===== config.mk =====
export PLATFORM = sky130hd
export DESIGN_NAME = mux4_rr_sequencer
export DESIGN_NICKNAME = d
export VERILOG_FILES = /design/src/rtl/mux4_rr_sequencer.sv
export SDC_FILE = /design/constraint.sdc
export NUM_CORES = 1
export LEC_CHECK = 0
export ABC_AREA = 0
export CORE_MARGIN = 2
export CORE_UTILIZATION = 47
export CTS_CLUSTER_SIZE = 12
export DETAILED_ROUTE_END_ITERATION = 7
export PLACE_DENSITY = 0.8
export SLEW_MARGIN = 30
export SYNTH_ARGS = -nofsm -noshare
export SYNTH_HDL_FRONTEND = slang
export SYNTH_SLANG_ARGS = --single-unit
export TNS_END_PERCENT = 5

===== constraint.sdc =====
create_clock -name clk -period 3.8 [get_ports clk]
set_input_delay 0.76 -clock clk [delete_from_list [all_inputs] [get_ports clk]]
set_output_delay 0.76 -clock clk [all_outputs]
set_load 0.005 [all_outputs]

===== src/rtl/mux4_rr_sequencer.sv =====
`default_nettype none
// ============================================================================
// mux4_rr_sequencer : round-robin select driver for a 4:1 mux, valid/ready out
// Revision 1.0
// ============================================================================
module mux4_rr_sequencer #(
    parameter int W     = 8,
    parameter int CNT_W = 8
) (
    input  logic             clk,
    input  logic             rst_n,
    input  logic [3:0]       req,
    input  logic [W-1:0]     z,
    output logic [1:0]       s,
    output logic [W-1:0]     out_data,
    output logic             out_valid,
    input  logic             out_ready,
    output logic [3:0]       ack,
    output logic             busy,
    output logic [CNT_W-1:0] xfer_cnt
);

    typedef enum logic [1:0] {
        IDLE = 2'd0,
        SEL  = 2'd1,
        HOLD = 2'd2
    } state_t;

    state_t           state_q, state_d;
    logic [1:0]       s_q, s_d;
    logic [1:0]       last_q, last_d;
    logic [W-1:0]     out_data_q, out_data_d;
    logic             out_valid_q, out_valid_d;
    logic [3:0]       ack_q, ack_d;
    logic [CNT_W-1:0] xfer_cnt_q, xfer_cnt_d;

    logic [1:0]       grant;
    logic [1:0]       idx;
    logic             found;

    // Scan last+1 .. last+4 so the most recently served source comes last.
    always_comb begin
        grant = last_q;
        idx   = last_q;
        found = 1'b0;
        for (int i = 1; i <= 4; i++) begin
            idx = last_q + 2'(i);
            if (!found && req[idx]) begin
                grant = idx;
                found = 1'b1;
            end
        end
    end

    always_comb begin
        state_d     = state_q;
        s_d         = s_q;
        last_d      = last_q;
        out_data_d  = out_data_q;
        out_valid_d = out_valid_q;
        ack_d       = 4'b0000;
        xfer_cnt_d  = xfer_cnt_q;
        case (state_q)
            IDLE: begin
                if (req != 4'b0000) begin
                    s_d     = grant;
                    state_d = SEL;
                end
            end
            SEL: begin
                out_data_d  = z;
                out_valid_d = 1'b1;
                state_d     = HOLD;
            end
            HOLD: begin
                if (out_ready) begin
                    out_valid_d = 1'b0;
                    ack_d       = 4'b0001 << s_q;
                    last_d      = s_q;
                    xfer_cnt_d  = xfer_cnt_q + CNT_W'(1);
                    state_d     = IDLE;
                end
            end
            default: state_d = IDLE;
        endcase
    end

    always_ff @(posedge clk or negedge rst_n) begin
        if (!rst_n) begin
            state_q     <= IDLE;
            s_q         <= 2'b00;
            last_q      <= 2'd3;
            out_data_q  <= '0;
            out_valid_q <= 1'b0;
            ack_q       <= 4'b0000;
            xfer_cnt_q  <= '0;
        end else begin
            state_q     <= state_d;
            s_q         <= s_d;
            last_q      <= last_d;
            out_data_q  <= out_data_d;
            out_valid_q <= out_valid_d;
            ack_q       <= ack_d;
            xfer_cnt_q  <= xfer_cnt_d;
        end
    end

    assign s         = s_q;
    assign out_data  = out_data_q;
    assign out_valid = out_valid_q;
    assign ack       = ack_q;
    assign busy      = (state_q != IDLE);
    assign xfer_cnt  = xfer_cnt_q;

endmodule
`default_nettype wire


# After elaboration in Yosys (flattened, before gate mapping)
# Cells that the tools add are included.
# totals
reg_bits	27
in_bits	15
out_inout_bits	24
# classes
add_sub_neg	4
n_lt_le_gt_ge	4
n_eq_ne	4
shifts	1
n_mux	22
n_reduce_logical	14
# op_table
cell	count
2-bit by 3-bit < comparator with 1-bit output, second input constant	4
2-bit 2-to-1 mux	6
8-bit by 1-bit adder with 8-bit output, second input constant	1
1-bit binary-select mux with 2-bit select	4
1-bit 2-to-1 mux	8
4-bit 2-to-1 mux	2
2-bit AND reduction	4
2-bit case mux with 3 select lines	1
2-bit adder, second input constant	2
2-bit inequality test, second input constant	2
2-bit nonzero test	2
4-bit nonzero test	1
1-bit by 2-bit << shifter with 4-bit output, first input constant	1
1-bit logical AND	3
1-bit logical NOT	3
2-bit by 1-bit adder with 2-bit output, second input constant	1
2-bit by 1-bit equality test with 1-bit output, second input constant	1
2-bit equality test, second input constant	1
2-bit logical NOT	1
1-bit case mux with 2 select lines	1

# Logic depth before layout (Yosys ltp)
# logic_depth
ltp_word	13
ltp_mapped	5
mapped_depth_nobuf	4

# Worst setup path after synthesis
# No wires, ideal clock.
# synth_path
path_kind	input port to flip-flop
startpoint	in out_ready
endpoint	reg xfer_cnt_q[6] (netlist: xfer_cnt[6])
setup_ps	79
t_arrival_ps	1402
required_time_ps	3721
path_slack_ps	2319
cell_stages	5
path_cell_list	and3b_1 buf_4 nand4_2 nor2_1 xor2_1
# synth_between
elab_chain_cells	1
# synth_lines
element	line_no	source
start: declaration	17	input logic out_ready,
2-bit AND reduction (no source line)	n/a	
end signal: assignment	104	xfer_cnt_q <= xfer_cnt_d;
end: declaration	35	logic [CNT_W-1:0] xfer_cnt_q, xfer_cnt_d;
# No other way between the ends.
# A chain may end at the register's enable or synchronous reset.

# Worst setup path after layout
# layout_path
startpoint	reg state_q[1]
endpoint	out busy
# layout_between
elab_chain_cells	1
# layout_lines
element	line_no	source
start: declaration	29	state_t state_q, state_d;
start signal: assignment	98	state_q <= state_d;
2-bit nonzero test	112	assign busy = (state_q != IDLE);
end: declaration	19	output logic busy,
# No other way between the ends.

==> summary.txt <==
Global route
  • First-pass GRT wire length: ~3700 um
  • Overflow after GRT: 0
  • Antenna violations before repair: 0
  • GRT Total Usage: 18.4%
  • Pin count of the biggest net entering global routing: 28
  • Number of global-route vias before repair: about 860

STA
  • Fin Setup TNS: 0 ns
  • Fmax: ~450 MHz
  • Clock skew: 0.00677 ns
  • Final period utilization: 58.5%
  • # setup viols final: 0
  • Post-layout minimum cycle time: ~2.2 ns
  • Slew Limit Fails: 0
  • RSZ-0062 raised after global routing: no
  • Final hold vios: 0
  • Max_slew headroom: 46.8%
  • Worst Tran Pin Value: about 0.8 ns
  • Worst hold slack: 0.401 ns

Min path
  • Hold Crit Class: in -> async

Setup path
  • Crit path launch type: register
  • Worst setup path class: reg -> out
  • Slowest-stage cell, CP: clkdlybuf4s50_1
  • CP required: 3.04 ns
  • Worst reg2reg setup slack: approximately 2.2 ns
  • CP endpoint kind: primary output
  • Crit path max fanout: 5
  • Critical path cell sequence: or2_1 > clkdlybuf4s50_1
  • Critical Path AT: 1.46 ns
  • Critical path's largest stage delay: 0.45 ns
  • Buf/Inv on CP: 1
  • Crit-path leading delay family: buffers and inverters

Route
  • Drt drc: 0
  • DR vias: 858
  • Post-route ant nets: 0
  • Routed WL per cell: roughly 13 um
  • WL final: approximately 2100 um
  • Starting DRT DRC Count: 7
  • Detailed Routing Iterations Pass 1: 3
  • Vias per std cell: 5.17

Layout
  • Layout cells sized above 1: 13.8%
  • # diodes: 0
  • Design area: roughly 1600 um^2
  • Fin nets: 155
  • Area growth, synth to finish: 36.2%

Floorplan
  • Die extent in y: 53.6 um
  • Starting Density: 50.9%
  • IO Count: 39
  • Row count: 17
  • Die area: around 2900 um^2
  • CORE AREA: 2280 um^2
  • Die width: between 50 and 60 um

Logic synthesis
  • EDFF count, synth: 0
  • #FFs+latches synth: 27
  • Net Count, Synth: 115
  • Synth warn: 0
  • Syn Std Cell Area: 1160 um^2
  • Avg Inst Size Synth: 11.7 um^2
  • Sequential area share after synthesis: around three fifths
  • Mapped Cells: between 90 and 100
  • Main synth FF type: dfrtp_1
  • FFs w/ async S/R, synth: 100%
  • Synth cell types: 35

Power
  • Power density over the cells: a little under 700 nW/um^2
  • Max IR drop VDD: roughly 0.5 mV
  • Lkg Pwr: 0.687 nW
  • Post-route total power: 1.06 mW

Clocking
  • Post-CTS setup buffer count: 0
  • Worst-skew pair later-pin latency: 0.32 ns
  • CTS tree: done
  • CTS clk-pin slew, worst paths: ~0.13 ns
  • PostCTS Resize Cnt: 0
  • CTS Buffer Depth: 2
  • Hold_buf cts: 0
  • Clock Sinks: 27
  • Clock root buffer: clkbuf_4
  • H-tree levels: 1
  • Num CTS Buffers: 3

Outcome
  • Status: complete, no violations

Placed design
  • Hpwl dp: 1720 um
  • Port Buffers: 38
  • Post-place instance area: 1550 um^2
  • Placer Congestion: 0.755

Flow run
  • Total of max-cap violations: 0
-- through the flow --
stage                     utilization, %  worst slack, ns  std cells
after global routing                69.3             1.49        166
final                               69.3             1.58        166
after floorplan                        -             2.32         99
after CTS                           69.3             1.55        166
after detailed placement            68.1             1.67        162
after global placement              68.3             1.69        162
-- sequential cells by signal (all words and copies together) (netlist names) --
register / cells
s: 2
out_valid: 1
out_data: 8
last_q: 2
state_q: 2
ack: 4
xfer_cnt: 8
-- where the power goes --
| group | internal, mW | switching (mW) | leakage [nW] |
|---|---|---|---|
| Clock | 0.0411 | 0.0769 | 0.0150 |
| Combinational | 0.287 | 0.160 | 0.339 |
| Sequential | 0.401 | 0.0948 | 0.333 |
-- Yosys cell counts (2+ instances only) --
cell type,instances,area share (%)
dfstp_2,2,4.5
nand3_1,2,0.86
xnor2_1,4,3.0
xor2_1,3,2.3
dfrtp_1,25,54
inv_1,2,0.65
nor3_1,3,1.3
nor2_1,10,3.2
mux2_2,8,7.8
a31oi_1,3,1.6
nor2b_1,2,1.1
nand2_1,11,3.6
nand2b_1,2,1.1
-- per-layer routing --
metal	track usage, %	wire [um]
met1	21.6	928
met2	32.1	1040
met3	1.67	95
met4	12.0	55
met5	0	0
-- layout by cell type, fill, tap and decap left out, drive strengths merged --
| cell | netlist | routed |
|---|---|---|
| a31oi | 3 | 3 |
| nor2 | 10 | 10 |
| and3b | 1 | 1 |
| o21ai | 2 | 2 |
| mux2i | 1 | 1 |
| nand4 | 1 | 1 |
| inv | 2 | 2 |
| buf | 2 | 1 |
| mux2 | 8 | 8 |
| o22a | 1 | 1 |
| o311ai | 1 | 1 |
| nand2 | 11 | 11 |
| and2 | 1 | 1 |
| dfrtp | 25 | 25 |
| nand2b | 2 | 2 |
| and3 | 1 | 1 |
| a22oi | 1 | 1 |
| nor2b | 2 | 2 |
| xor2 | 3 | 3 |
| clkdlybuf4s50 | 0 | 37 |
| clkbuf | 1 | 4 |
| xnor2 | 4 | 4 |
| o211ai | 1 | 1 |
| ha | 1 | 1 |
| or2 | 2 | 2 |
| nor3b | 1 | 1 |
| nor4 | 1 | 1 |
| a21oi | 1 | 1 |
| nor3 | 4 | 4 |
| nand3b | 1 | 1 |
| nand3 | 2 | 2 |
| dfstp | 2 | 2 |
-- layout make-up --
cell class,instances,area (um^2)
Clock buffer,4,26.3
Fill cell,180,699
Inverter,2,7.51
Multi-Input combinational cell,67,454
Sequential cell,27,678
Tap cell,28,35.0
Timing Repair Buffer,38,375
-- path summary, 6_finish.rpt --
kind                                    startpoint                      end  depth (start not counted)
max                         state_q[1]$_DFFE_PN0P_                     busy                          2
min                                          rst_n  out_data[7]$_DFFE_PN0P_                          1
max reg2reg                 state_q[1]$_DFFE_PN0P_  out_data[5]$_DFFE_PN0P_                          2
min reg2reg                xfer_cnt[7]$_DFFE_PN0P_  xfer_cnt[7]$_DFFE_PN0P_                          1
max in group asynchronous                    rst_n    last_q[1]$_DFFE_PN1P_                          1
min in group clk           xfer_cnt[7]$_DFFE_PN0P_  xfer_cnt[7]$_DFFE_PN0P_                          1
-- logic make-up after synthesis --
kind of cell,synth area share [%]
compound gates,6.05
xor+xnor,5.30
fa+ha+maj,1.08
buf+inv,2.16
flops,58.6
mux,8.65
simple gates,18.2
No activity file was read; power rests on OpenSTA's default activity.
